`src/rtl/uart_tx_ctrl.sv`:
```
// uart_tx_ctrl
//   Frame sequencer for a UART transmitter. It steers an external serializer
//   and a line multiplexer through start, data, optional parity and stop bit
//   periods. One bit period ends on each baud tick.
//
// Parameters
//   DATA_WIDTH  data bits per frame (1..16)
//
// Ports
//   clk         clock, all state changes on the rising edge
//   rst         asynchronous active-low reset
//   tick        one-clk baud strobe, ends the current bit period
//   data_valid  frame request, honoured only while idle
//   parity_en   adds a parity bit to the frame, captured on accept
//   ser_load    serializer capture strobe (asserted in the accept cycle)
//   ser_shift   serializer advance strobe (one per data bit boundary)
//   mux_sel     line source: 00 start, 01 stop/idle, 10 data, 11 parity
//   busy        frame in progress
//   frame_done  one-clk pulse on the tick that ends the stop bit
module uart_tx_ctrl #(
  parameter int unsigned DATA_WIDTH = 8
) (
  input  logic       clk,
  input  logic       rst,
  input  logic       tick,
  input  logic       data_valid,
  input  logic       parity_en,
  output logic       ser_load,
  output logic       ser_shift,
  output logic [1:0] mux_sel,
  output logic       busy,
  output logic       frame_done
);

  localparam int unsigned CNT_W = (DATA_WIDTH > 1) ? $clog2(DATA_WIDTH) : 1;
  localparam logic [CNT_W-1:0] LAST_BIT = CNT_W'(DATA_WIDTH - 1);

  typedef enum logic [2:0] {
    IDLE   = 3'd0,
    START  = 3'd1,
    DATA   = 3'd2,
    PARITY = 3'd3,
    STOP   = 3'd4
  } state_t;

  state_t           state;
  logic [CNT_W-1:0] bit_cnt;
  logic             par_en_q;

  logic accept;
  logic last_bit;

  assign accept   = (state == IDLE) && data_valid;
  assign last_bit = (bit_cnt == LAST_BIT);

  // A tick in the accept cycle is deliberately not looked at: START always
  // spans one complete bit period after the request.
  always_ff @(posedge clk or negedge rst) begin
    if (!rst) begin
      state    <= IDLE;
      bit_cnt  <= '0;
      par_en_q <= 1'b0;
    end else begin
      case (state)
        IDLE: begin
          if (data_valid) begin
            par_en_q <= parity_en;
            state    <= START;
          end
        end
        START: begin
          if (tick) begin
            bit_cnt <= '0;
            state   <= DATA;
          end
        end
        DATA: begin
          if (tick) begin
            if (last_bit) begin
              bit_cnt <= '0;
              state   <= par_en_q ? PARITY : STOP;
            end else begin
              bit_cnt <= bit_cnt + CNT_W'(1);
            end
          end
        end
        PARITY: begin
          if (tick) state <= STOP;
        end
        STOP: begin
          // Always returns through IDLE, guaranteeing one idle-high clk
          // between frames.
          if (tick) state <= IDLE;
        end
        default: begin
          state   <= IDLE;
          bit_cnt <= '0;
        end
      endcase
    end
  end

  // Strobes are combinational so they line up with the cycle in which the
  // serializer must act: ser_load with the request itself, ser_shift and
  // frame_done with the tick. The reset term keeps ser_load low while rst is
  // asserted even if data_valid is high.
  always_comb begin
    ser_load   = 1'b0;
    ser_shift  = 1'b0;
    frame_done = 1'b0;
    mux_sel    = 2'b01;
    busy       = 1'b0;

    ser_load   = rst && accept;
    ser_shift  = (state == DATA) && tick && !last_bit;
    frame_done = (state == STOP) && tick;
    busy       = (state != IDLE);

    case (state)
      START:   mux_sel = 2'b00;
      DATA:    mux_sel = 2'b10;
      PARITY:  mux_sel = 2'b11;
      default: mux_sel = 2'b01;
    endcase
  end

endmodule

```
`config.mk`:
```
export PLATFORM = sky130hd
export DESIGN_NAME = uart_tx_ctrl
export DESIGN_NICKNAME = d
export VERILOG_FILES = /design/src/rtl/uart_tx_ctrl.sv
export SDC_FILE = /design/constraint.sdc
export NUM_CORES = 1
export LEC_CHECK = 0
export BUFFER_PORTS_ARGS = -buffer_cell sky130_fd_sc_hd__buf_2
export CORE_MARGIN = 2
export CORE_UTILIZATION = 30
export CTS_BUF_LIST = sky130_fd_sc_hd__clkbuf_16
export CTS_CLUSTER_SIZE = 10
export DETAILED_ROUTE_END_ITERATION = 10
export GPL_TIMING_DRIVEN = 0
export PLACE_DENSITY = 0.46
export SKIP_LAST_GASP = 1
export SYNTH_ARGS = -nofsm -noshare
export SYNTH_HDL_FRONTEND = slang
export SYNTH_SLANG_ARGS = --single-unit
```
`constraint.sdc`:
```
create_clock -name clk -period 2.15 [get_ports clk]
set_clock_uncertainty 0.2 [all_clocks]
set_input_delay 0.3225 -clock clk [delete_from_list [all_inputs] [get_ports clk]]
set_output_delay 0.3225 -clock clk [all_outputs]
set_load 0.02 [all_outputs]
```
# Yosys cells after proc, flatten, opt, wreduce, memory -nomap -nowiden
# Index checks and enable logic that the tools add are counted.
# word_totals
ff_bits	7
in_bits	5
out_inout_bits	6
wordCells	40
# op_classes
addsub	1
eq_ne	11
muxes	12
n_bitwise	1
n_reduce_logical	12
# op_table
op	n
3-bit two-way mux	9
3-bit case mux with 5 select lines	1
2-bit != test, second input constant	6
3-bit case mux with 3 select lines	1
3-bit by 2-bit == test with 1-bit output, second input constant	2
3-bit == test, second input constant	2
2-bit case mux with 3 select lines	1
6-bit AND reduction	1
1-bit logical AND	5
3-bit by 1-bit adder with 3-bit output, second input constant	1
3-bit by 1-bit == test with 1-bit output, second input constant	1
3-bit zero test	1
3-bit AND reduction	1
3-bit nonzero test	1
3-bit OR reduction	1
2-bit AND reduction	1
1-bit zero test	1
1-bit NOT	1

# Logic depth before layout (Yosys ltp)
# Gate-level depths: netlist of run 1.
# depth
word_depth	4
ltp_mapped	5

# Worst setup path after synthesis of run 1
# OpenSTA, ideal clock, no wires.
# synth_path
kind	flip-flop to output port
start	register bit_cnt[0]
end	output port ser_shift
arrival_ns	1.139
setup_slack_ns	0.489
stages_incl_launch_ff	5
path_buffers	0
path_cell_list	dfrtp_1 ha_1 ha_1 nor2b_1 and3_4
# synth_between
elab_chain_len	3
# synth_lines
item	line	text
start, declared	47	logic [CNT_W-1:0] bit_cnt;
start signal, assigned	83	bit_cnt <= bit_cnt + CNT_W'(1);
3-bit == test	54	assign last_bit = (bit_cnt == LAST_BIT);
1-bit zero test	115	ser_shift = (state == DATA) && tick && !last_bit;
1-bit logical AND	115	
end, declared	29	output logic ser_shift,
# No other way between the ends.

# Worst setup path after layout of run 1
# Same ends and word-level chain as after synthesis.

==> key figures, run 1 <==
Status
  • Status: finished clean

Placement
  • Final weighted congestion in routability-driven placement: 0.7438
  • Number of input and output port buffers inserted: 9
  • Placed wire-length estimate: 739.8 microns
  • Place WS: 0.2741 ns

Yosys
  • Fraction of synthesized area in multiplexers: 0.03150
  • Largest family of logic cells by synthesized area: simple AND/OR/NAND/NOR gates
  • Arithmetic-cell share of the synthesized area counting full adders, half adders and majority gates: 0.05249
  • Share of synthesized area occupied by flip-flops and latches: 0.3675
  • Simple-gate area share of the yosys netlist: 0.2362
  • Average cell area after synthesis: 10.36 sq um
  • Mapped Cells: 46
  • Area of the mapped netlist: 476.7 sq um
  • Synth Area in XOR/XNOR: 0.01837
  • Net count after synthesis: 53
  • Synthesis warning total: 0
  • Synthesized-area fraction occupied by ao, oa, aoi and oai cells: 0.1995
  • Asr flop ratio synth: 1.000
  • Count of cell types in the netlist: 27
  • Count of state elements after synthesis: 7
  • Dominant register cell in the synthesized netlist: sky130_fd_sc_hd__dfrtp_1
  • EDFF count, synth: 0

Floorplan
  • Core footprint: 0.001506 sq mm
  • Die footprint: 0.001924 sq mm
  • Die Wd: 43.86 microns
  • Die Span Y: 43.86 microns
  • Placement Rows: 14
  • Number of top-level pins: 11
  • Starting Density: 0.3164

Final layout
  • Utilization of the core after routing: 0.4302
  • Nets@finish: 70
  • Area grow syn2layout: 35.96%
  • Sequential cell area: 175.2 sq um
  • Fraction of layout instances using a drive strength above 1: 0.3710
  • Fillcell total: 149
  • N_diodes: 0
  • Area used by multi-input combinational logic: 259.0 sq um

Route
  • Count of TritonRoute iterations in the first routing pass: 4
  • Via density: 5.179
  • Detail-routed net length per standard cell: 14.04 microns
  • Post-route antenna net violation count: 0
  • Residual DRC: 0
  • Total wire length: 1.095 mm
  • Initial detailed-routing violation count: 8
  • Via count: 404

Min path
  • Start point of the worst min-delay path: parity_en
  • Path class of the lowest-slack min-delay path: in -> reg

Critical path
  • R2r endpoint: state[2]
  • Highest-delay cell along the critical path: sky130_fd_sc_hd__dfrtp_1
  • Crit path arrival time: 1.57 ns
  • Worst setup SP type: register
  • Critical Path Start: bit_cnt[0]
  • Worst setup endpoint: ser_shift
  • Sort of element at the end of the critical path: output pin
  • Data required time of the worst path: 1.63 ns
  • Worst Setup Path Type: reg -> out
  • Critical path's most frequent cell: sky130_fd_sc_hd__ha_1
  • CP Cell Sequence: ha_1, ha_1, nor2b_2, and3_4, buf_2
  • Worst flop-to-flop path startpoint: bit_cnt[0]
  • Setup slack of the most critical reg-to-reg path: 0.51 ns
  • Worst-path maximum fanout: 3
  • Worst reg2reg path depth: 5
  • Largest stage delay, worst path: 0.39 ns

CTS
  • Clk sinks: 7
  • CTS tree: yes
  • Insertion delay to the later sink of the worst-skew pair: 0.23 ns
  • Number of CTS-inserted buffers: 3
  • H-tree depth: 1
  • Clock root buffer: sky130_fd_sc_hd__clkbuf_16
  • Buffers from clock root to sink, at most: 2
  • Clock slew at the register clock pins of the worst setup and hold paths: 0.04 ns

Timing
  • Final critical delay including setup and external delays: 2.093 ns
  • Pin slew with the least headroom to its limit: 0.2382 ns
  • Hold Vio Cnt, Final: 0
  • Number of max-slew violations in the final report: 0
  • Maximum achievable frequency: 477.8 MHz
  • Fraction of the cycle the final worst path needs: 0.9735
  • Tightest slew margin relative to the limit: 0.8395
  • Setup TNS: 0 ns
  • Final worst setup slack: 0.05693 ns
  • Final setup violation count: 0

Power and ir drop
  • Power density over the cells: 1647 mW/mm^2
  • Leakage power: 0.3287 nW
  • VDD IR max: 0.0005565 V

GRT
  • Global-route wire length before repair: 1.814 mm
  • Maximum number of pins on one net before global-route repair: 11
  • Number of antenna violations at the first check in global routing: 0
  • Remaining global-route overflow: 0
  • Combined global-route utilization of all metal layers: 0.1342
  • Vias in the first global route: 384

Run
  • Max-capacitance violation count: 0
## cell usage in the layout (no fill, tap or decap), types with 2 or more instances in the layout
cell	netlist	final
sky130_fd_sc_hd__buf_2	0	9
sky130_fd_sc_hd__dfrtp_1	7	7
sky130_fd_sc_hd__nand2_1	4	4
sky130_fd_sc_hd__buf_6	3	3
sky130_fd_sc_hd__buf_4	1	3
sky130_fd_sc_hd__nor2_1	3	3
sky130_fd_sc_hd__nor2b_1	4	3
sky130_fd_sc_hd__clkbuf_16	0	3
sky130_fd_sc_hd__inv_1	1	2
sky130_fd_sc_hd__and3_1	2	2
sky130_fd_sc_hd__a32o_1	2	2
sky130_fd_sc_hd__ha_1	2	2
## Yosys cell counts, types with 2 or more instances
| library cell | number | share of area |
|---|---|---|
| sky130_fd_sc_hd__dfrtp_1 | 7 | 0.37 |
| sky130_fd_sc_hd__nor2b_1 | 4 | 0.052 |
| sky130_fd_sc_hd__buf_6 | 3 | 0.071 |
| sky130_fd_sc_hd__nand2_1 | 4 | 0.031 |
| sky130_fd_sc_hd__and3_1 | 2 | 0.026 |
| sky130_fd_sc_hd__ha_1 | 2 | 0.052 |
| sky130_fd_sc_hd__nor2_1 | 3 | 0.024 |
| sky130_fd_sc_hd__a32o_1 | 2 | 0.042 |
## sequential cells by signal, summed over array words and instances (netlist names)
signal	cells
par_en_q	1
bit_cnt	3
state	3
## worst min-delay path by stage
| stage | to | slack [ns] | depth (start not counted) |
|---|---|---|---|
| floorplan | bit_cnt[0] | -0.17 | 0 |
| global placement | bit_cnt[1] | -0.03 | 1 |
| detailed placement | bit_cnt[1] | -0.02 | 1 |
| CTS | par_en_q | 0.13 | 2 |
| global route | par_en_q | 0.14 | 2 |
| finish | par_en_q | 0.13 | 2 |
## per-layer routing
layer / vias to the layer above / track usage / routed length [microns]
met5: - / 0 / 0
met4: 0 / 0.07273 / 13
met3: 2 / 0.03750 / 30
met2: 5 / 0.2000 / 534
met1: 197 / 0.1744 / 516
li1: 200 / - / -
## worst max-delay path: cells and delay by family, from the launching register on
family,cells,cell delay (ns)
fa+ha+maj,2,0.44
simple gates,2,0.34
buf+inv,1,0.16
flops,1,0.39
## area by class of cell
cell class / count / share of cell area
flip-flops and latches: 7 / 0.2703
well taps: 16 / 0.03089
plain buffers: 4 / 0.06371
inverters: 1 / 0.005792
repair buffers: 12 / 0.1081
clock buffers: 3 / 0.1158
multi-input cells: 34 / 0.3996
clock inverters: 1 / 0.005792
## timing repair
item | 4_1_cts | 5_1_grt
resized for setup | 0 | 1
hold buffers | 1 | 0
hold endpoints to repair | 7 | 0
setup endpoints to repair | 0 | 1
setup buffers | 0 | 2
## stage by stage
stage	area, sq um	std cells	hold slack (ns)	total power [W]
after floorplan	476.7	46	-0.1731	0.0006114
final	648.1	78	0.1276	0.001067
after global placement	541.8	71	-0.02673	0.0007261
after CTS	630.6	76	0.1299	0.001050
after detailed placement	541.8	71	-0.02445	0.0007267
after global routing	648.1	78	0.1362	0.001137
## kinds of logic (layout without fill, tap and decap cells)
group,Yosys count,in the layout
and+or+nand+nor,18,18
AOI/OAI and AO/OA,12,12
DFF,7,7
buffers and inverters,5,21
adders and majority gates,2,2
xor gates and xnor gates,1,1
muxes,1,1
## report_power, final
part	switching [W]	internal (W)	leakage, nW
Clock	0.0000758	0.000243	0.0423
Sequential	0.0000429	0.000188	0.0899
Combinational	0.000275	0.000243	0.196
Total	0.000394	0.000674	0.329
Power figures use the tool's default switching activity.
==> inputs of run 2 (changes only) <==
- CTS_BUF_LIST: sky130_fd_sc_hd__clkbuf_16 -> unset
==> key figures, run 2 (same netlist as run 1, synthesis figures left out) <==
Critical path
  • Buffers & Inverters on Critical Path: 1 (unchanged)
  • Worst Setup Path Type: reg -> out
  • Largest stage delay, worst path: 0.40 ns (about the same)
  • Crit path arrival time: 1.57 ns (about the same)
  • Worst setup SP type: register
  • Highest-delay cell along the critical path: sky130_fd_sc_hd__dfrtp_1
  • Sort of element at the end of the critical path: output pin
  • Data required time of the worst path: 1.63 ns (about the same)
  • Cell family with the largest share of critical-path delay: adder cells
  • Worst-path maximum fanout: 3 (unchanged)
  • CP Cell Sequence: ha_1, ha_2, nor2b_2, and3_4, buf_2

Route
  • Count of TritonRoute iterations in the first routing pass: 1 (-3)
  • Residual DRC: 0 (unchanged)
  • Initial detailed-routing violation count: 0 (-8)
  • Total wire length: 1.121 mm (+2.4%)
  • Via count: 413 (+2.2%)
  • Detail-routed net length per standard cell: 14.19 microns (+1.1%)
  • Post-route antenna net violation count: 0 (unchanged)
  • Via density: 5.228 (+0.93%)

Timing
  • Maximum achievable frequency: 478.9 MHz (+0.23%)
  • Final hold slack: 0.1017 ns (-0.02592 ns)
  • Tightest slew margin relative to the limit: 0.8434 (+0.003917)
  • Hold Vio Cnt, Final: 0 (unchanged)
  • Number of max-slew violations in the final report: 0 (unchanged)
  • Final setup violation count: 0 (unchanged)
  • Fraction of the cycle the final worst path needs: 0.9713 (-0.002265)
  • Pin slew with the least headroom to its limit: 0.2324 ns (-0.005814 ns)
  • Final critical delay including setup and external delays: 2.088 ns (-0.004870 ns)

Final layout
  • Top library cells by usage in the layout, fill and taps aside: sky130_fd_sc_hd__buf_2, sky130_fd_sc_hd__dfrtp_1, sky130_fd_sc_hd__nand2_1, sky130_fd_sc_hd__buf_4
  • Nets@finish: 71 (+1.4%)
  • Fraction of layout instances using a drive strength above 1: 0.3968 (+0.02586)
  • Largest registers: bit_cnt (3), state (3), par_en_q (1)
  • N_diodes: 0 (unchanged)
  • Most frequent standard cell in the layout excluding fill and tap cells: sky130_fd_sc_hd__buf_2
  • Area grow syn2layout: 27.03%

CTS
  • Clk sinks: 7 (unchanged)
  • CTS tree: yes
  • Insertion delay to the later sink of the worst-skew pair: 0.26 ns (+0.03 ns)
  • H-tree depth: 1 (unchanged)
  • Number of CTS-inserted buffers: 3 (unchanged)
  • Buffers from clock root to sink, at most: 2 (unchanged)
  • Clock slew at the register clock pins of the worst setup and hold paths: 0.06 ns (+0.02 ns)
  • Clock root buffer: sky130_fd_sc_hd__clkbuf_4

Placement
  • Number of input and output port buffers inserted: 9 (unchanged)
  • Final weighted congestion in routability-driven placement: 0.7438 (unchanged)
  • Placed wire-length estimate: 739.8 microns (unchanged)

GRT
  • Global-route wire length before repair: 1.814 mm (unchanged)
  • Remaining global-route overflow: 0 (unchanged)
  • Vias in the first global route: 389 (+1.3%)
  • Number of antenna violations at the first check in global routing: 0 (unchanged)
  • Maximum number of pins on one net before global-route repair: 11 (unchanged)
  • Combined global-route utilization of all metal layers: 0.1368 (+0.002564)

Power and ir drop
  • Relative contribution of sequential cells to total power: 0.263 (+0.047)
  • VDD IR max: 0.0005323 V (-4.4%)
  • Part of the total power dissipated in the clock network: 0.145 (-0.153)
  • Leakage power: 0.3031 nW (-7.8%)
  • Total Power: 0.0008778 W (-18%)
  • Switching power summed over all nets: 0.0003738 W (-5.0%)
  • P_int: 0.0005039 W (-25%)
  • Switching share of power: 0.4259 (+0.05701)
  • Part of the power in combinational logic: 0.592 (+0.106)
  • Power density over the cells: 1449 mW/mm^2 (-12%)

Floorplan
  • Placement Rows: 14 (unchanged)
  • Die footprint: 0.001924 sq mm (unchanged)
  • Core footprint: 0.001506 sq mm (unchanged)
  • Number of top-level pins: 11 (unchanged)
  • Die Span Y: 43.86 microns (unchanged)
  • Starting Density: 0.3164 (unchanged)
  • Die Wd: 43.86 microns (unchanged)

Min path
  • Path class of the lowest-slack min-delay path: in -> reg

Status
  • Status: finished clean

Run
  • Max-capacitance violation count: 0 (unchanged)
[run 2: worst paths after layout]
check                           cells past startpoint        from    endpoint  slack, ns
worst max-delay path                                5  bit_cnt[0]   ser_shift       0.06
worst min-delay path                                2   parity_en    par_en_q       0.10
worst max register to register                      6  bit_cnt[0]  bit_cnt[0]       0.49
worst min register to register                      1  bit_cnt[1]  bit_cnt[1]       0.30
max in group asynchronous                           2         rst    state[0]       1.36
min in group asynchronous                           2         rst  bit_cnt[0]       0.23
[run 2: worst reg2reg max path, delay by kind of cell (launching register included)]
family          cells  cell delay [ns]
simple gates        1             0.05
flops               1             0.38
compound gates      2             0.39
fa+ha+maj           2             0.42
buf+inv             1             0.12
[run 2: power by group through the flow]
stage / Combinational (W) / Clock [W] / Sequential [W]
CTS: 0.000498 / 0.000133 / 0.000232
finish: 0.000520 / 0.000127 / 0.000231
floorplan: 0.000384 / 0 / 0.000227
global route: 0.000574 / 0.000139 / 0.000238
global placement: 0.000493 / 0 / 0.000233
detailed placement: 0.000493 / 0 / 0.000234
[run 2: per-layer routing]
metal	part of all wire	wire length, microns	vias up	track usage
met3	0.028	31	4	0.02500
met2	0.47	527	7	0.2000
met5	0	0	-	0
met4	0.027	30	0	0.1091
li1	-	-	203	-
met1	0.47	532	199	0.1744
[run 2: cell type report]
type	instances	area [sq um]
fillers	153	900.9
multi-input cells	34	261.5
flip-flops and latches	7	175.2
repair buffers	13	77.57
plain buffers	4	41.29
clock buffers	4	26.28
well taps	16	20.02
inverters	1	3.754
[run 2: through the flow]
| step | area [sq um] | setup TNS [ns] | setup slack [ns] | instances | utilization |
|---|---|---|---|---|---|
| after global placement | 541.8 | 0 | 0.2751 | 71 | 0.3596 |
| after CTS | 585.6 | 0 | 0.005750 | 77 | 0.3887 |
| final | 605.6 | 0 | 0.06180 | 79 | 0.4020 |
| after floorplan | 476.7 | 0 | 0.4887 | 46 | - |
| after global routing | 605.6 | -0.01511 | -0.01511 | 79 | 0.4020 |
| after detailed placement | 541.8 | 0 | 0.2741 | 71 | 0.3596 |
[run 2: repair_timing]
action	in CTS	in global routing
hold buffers	1	0
setup buffers	1	2
resized for setup	0	2
hold endpoints to repair	7	0
setup endpoints to repair	1	1
==> inputs of run 3 (changes only) <==
- PLACE_DENSITY: 0.46 -> 0.47
- clock period: 2.15 -> 1.85 ns (I/O delays scaled with it)
==> key figures, run 3 (same netlist as run 1, synthesis figures left out) <==
Status
  • Status: finished with violations
  • Violations in the final reports: negative setup slack

Timing
  • Number of max-slew violations in the final report: 0 (unchanged)
  • Tightest slew margin relative to the limit: 0.8378 (-0.005663)
  • Fraction of the cycle the final worst path needs: 1.034
  • Final hold slack: 0.04820 ns (-0.05348 ns)
  • Maximum achievable frequency: 523.0 MHz
  • Final worst setup slack: -0.06206 ns (-0.1239 ns)
  • Final critical delay including setup and external delays: 1.912 ns
  • Pin slew with the least headroom to its limit: 0.2408 ns (+0.008406 ns)
  • Hold Vio Cnt, Final: 0 (unchanged)
  • Setup repair after global routing missed its margin: true
  • Final setup violation count: 1 (+1)

Final layout
  • Non-Filler Cell Area, Final: 634.4 sq um (+4.8%)
  • Area grow syn2layout: 33.07%
  • Top library cells by usage in the layout, fill and taps aside: sky130_fd_sc_hd__dfrtp_1, sky130_fd_sc_hd__buf_2
  • Fraction of layout instances using a drive strength above 1: 0.4286 (+0.03175)
  • Utilization of the core after routing: 0.4211 (+0.01910)
  • Largest registers: bit_cnt (3), state (3), par_en_q (1)
  • N_diodes: 0 (unchanged)
  • Fillcell total: 146 (-4.6%)
  • Nets@finish: 71 (unchanged)
  • Final Instance Count excl. Fillers: 79 (unchanged)

Critical path
  • Crit path arrival time: 1.43 ns (-0.14 ns)
  • Worst-path maximum fanout: 2 (-1)
  • Worst Setup Path Type: reg -> out
  • Buffers & Inverters on Critical Path: 1 (unchanged)
  • CP Cell Sequence: ha_2, ha_4, nor2b_4, and3_4, buf_6
  • Worst setup SP type: register
  • Largest stage delay, worst path: 0.39 ns (about the same)
  • Cell family with the largest share of critical-path delay: flip-flops
  • Highest-delay cell along the critical path: sky130_fd_sc_hd__dfrtp_1
  • Sort of element at the end of the critical path: output pin
  • Data required time of the worst path: 1.37 ns (-0.26 ns)

Route
  • Post-route antenna net violation count: 0 (unchanged)
  • Residual DRC: 0 (unchanged)
  • Total wire length: 1.061 mm (-5.4%)
  • Detail-routed net length per standard cell: 13.43 microns (-5.4%)
  • Count of TritonRoute iterations in the first routing pass: 4 (+3)
  • Via count: 413 (unchanged)
  • Initial detailed-routing violation count: 7 (+7)
  • Via density: 5.228 (unchanged)

GRT
  • Number of antenna violations at the first check in global routing: 0 (unchanged)
  • Maximum number of pins on one net before global-route repair: 11 (unchanged)
  • Remaining global-route overflow: 0 (unchanged)
  • Met2 Usage GRT: 0.1941 (-0.005882)
  • GR Util met1: 0.1586 (-0.01579)
  • Global-route track usage on met3: 0.05000 (+0.02500)
  • Vias in the first global route: 377 (-3.1%)
  • Global-route wire length before repair: 1.759 mm (-3.0%)
  • Combined global-route utilization of all metal layers: 0.1324 (-0.004387)
  • Global route hottest layer: met2

Floorplan
  • Die Wd: 43.86 microns (unchanged)
  • Die footprint: 0.001924 sq mm (unchanged)
  • Core footprint: 0.001506 sq mm (unchanged)
  • Number of top-level pins: 11 (unchanged)
  • Placement Rows: 14 (unchanged)
  • Die Span Y: 43.86 microns (unchanged)
  • Starting Density: 0.3164 (unchanged)

CTS
  • Clk sinks: 7 (unchanged)
  • H-tree depth: 1 (unchanged)
  • Clock root buffer: sky130_fd_sc_hd__clkbuf_4
  • Clock slew at the register clock pins of the worst setup and hold paths: 0.06 ns (about the same)
  • Number of CTS-inserted buffers: 3 (unchanged)
  • CTS tree: yes
  • Insertion delay to the later sink of the worst-skew pair: 0.26 ns (about the same)
  • Buffers from clock root to sink, at most: 2 (unchanged)

Placement
  • Final weighted congestion in routability-driven placement: 0.7110 (-4.4%)
  • Placed wire-length estimate: 691.5 microns (-6.5%)
  • Cell total after placement: 71 (unchanged)
  • Number of input and output port buffers inserted: 9 (unchanged)
  • Placed instance area: 541.8 sq um (unchanged)

Power and ir drop
  • Total Power: 0.001044 W (+19%)
  • VDD IR max: 0.0007403 V (+39%)
  • Power density over the cells: 1645 mW/mm^2 (+14%)
  • Leakage power: 0.3077 nW (+1.5%)

Run
  • Max-capacitance violation count: 0 (unchanged)

Min path
  • Path class of the lowest-slack min-delay path: in -> reg
==> run 3: cell count changes in the layout (fill, tap and decap cells not counted) <==
cell / previous run / this run
sky130_fd_sc_hd__buf_6: 3 / 4
sky130_fd_sc_hd__nor2b_4: 1 / 2
sky130_fd_sc_hd__nor2_1: 3 / 2
sky130_fd_sc_hd__ha_4: 0 / 1
sky130_fd_sc_hd__clkbuf_4: 3 / 4
sky130_fd_sc_hd__nor2_2: 0 / 1
sky130_fd_sc_hd__ha_1: 1 / 0
sky130_fd_sc_hd__buf_2: 9 / 7
sky130_fd_sc_hd__nor2b_2: 1 / 0
==> run 3: layer usage <==
layer | up-vias | part of all wire
met3 | 5 | 0.040
met2 | 9 | 0.45
met1 | 195 | 0.48
met5 | - | 0
met4 | 0 | 0.030
li1 | 204 | -
==> run 3: final timing paths <==
kind                       depth (start not counted)         end  startpoint  slack (ns)
setup / recovery                                   5   ser_shift  bit_cnt[0]       -0.06
hold / removal                                     2    par_en_q   parity_en        0.05
setup reg to reg                                   6    state[2]  bit_cnt[0]        0.20
hold reg to reg                                    1  bit_cnt[1]  bit_cnt[1]        0.31
max in group asynchronous                          2    state[0]         rst        1.13
min in group asynchronous                          2  bit_cnt[0]         rst        0.18
==> run 3: timing repair <==
item,in CTS,in global routing
gates resized for setup,7,2
hold buffers,1,0
pin swaps,2,1
hold endpoints to repair,7,0
endpoints found under the setup margin,1,3
setup buffers,2,1
==> run 3: where the power goes <==
group / leakage [nW] / switching (W) / total, W / internal (W)
clock: 0.0150 / 0.0000706 / 0.000154 / 0.0000833
sequential: 0.0899 / 0.0000520 / 0.000269 / 0.000217
combinational: 0.203 / 0.000324 / 0.000621 / 0.000297
==> run 3: final cells by class <==
cell class | instances | area, sq um | share of cell area
Buffer | 4 | 41.29 | 0.06509
Clock buffer | 4 | 26.28 | 0.04142
Inverter | 1 | 3.754 | 0.005917
Multi-Input combinational cell | 34 | 281.5 | 0.4438
Sequential cell | 7 | 175.2 | 0.2761
Tap cell | 16 | 20.02 | 0.03156
Timing Repair Buffer | 13 | 86.33 | 0.1361
==> run 3: stage by stage <==
stage | setup slack, ns | setup TNS [ns]
after floorplan | 0.2337 | 0
after global placement | 0.01513 | 0
after detailed placement | 0.03497 | 0
after CTS | -0.04622 | -0.04622
after global routing | -0.1171 | -0.1171
final | -0.06206 | -0.06206
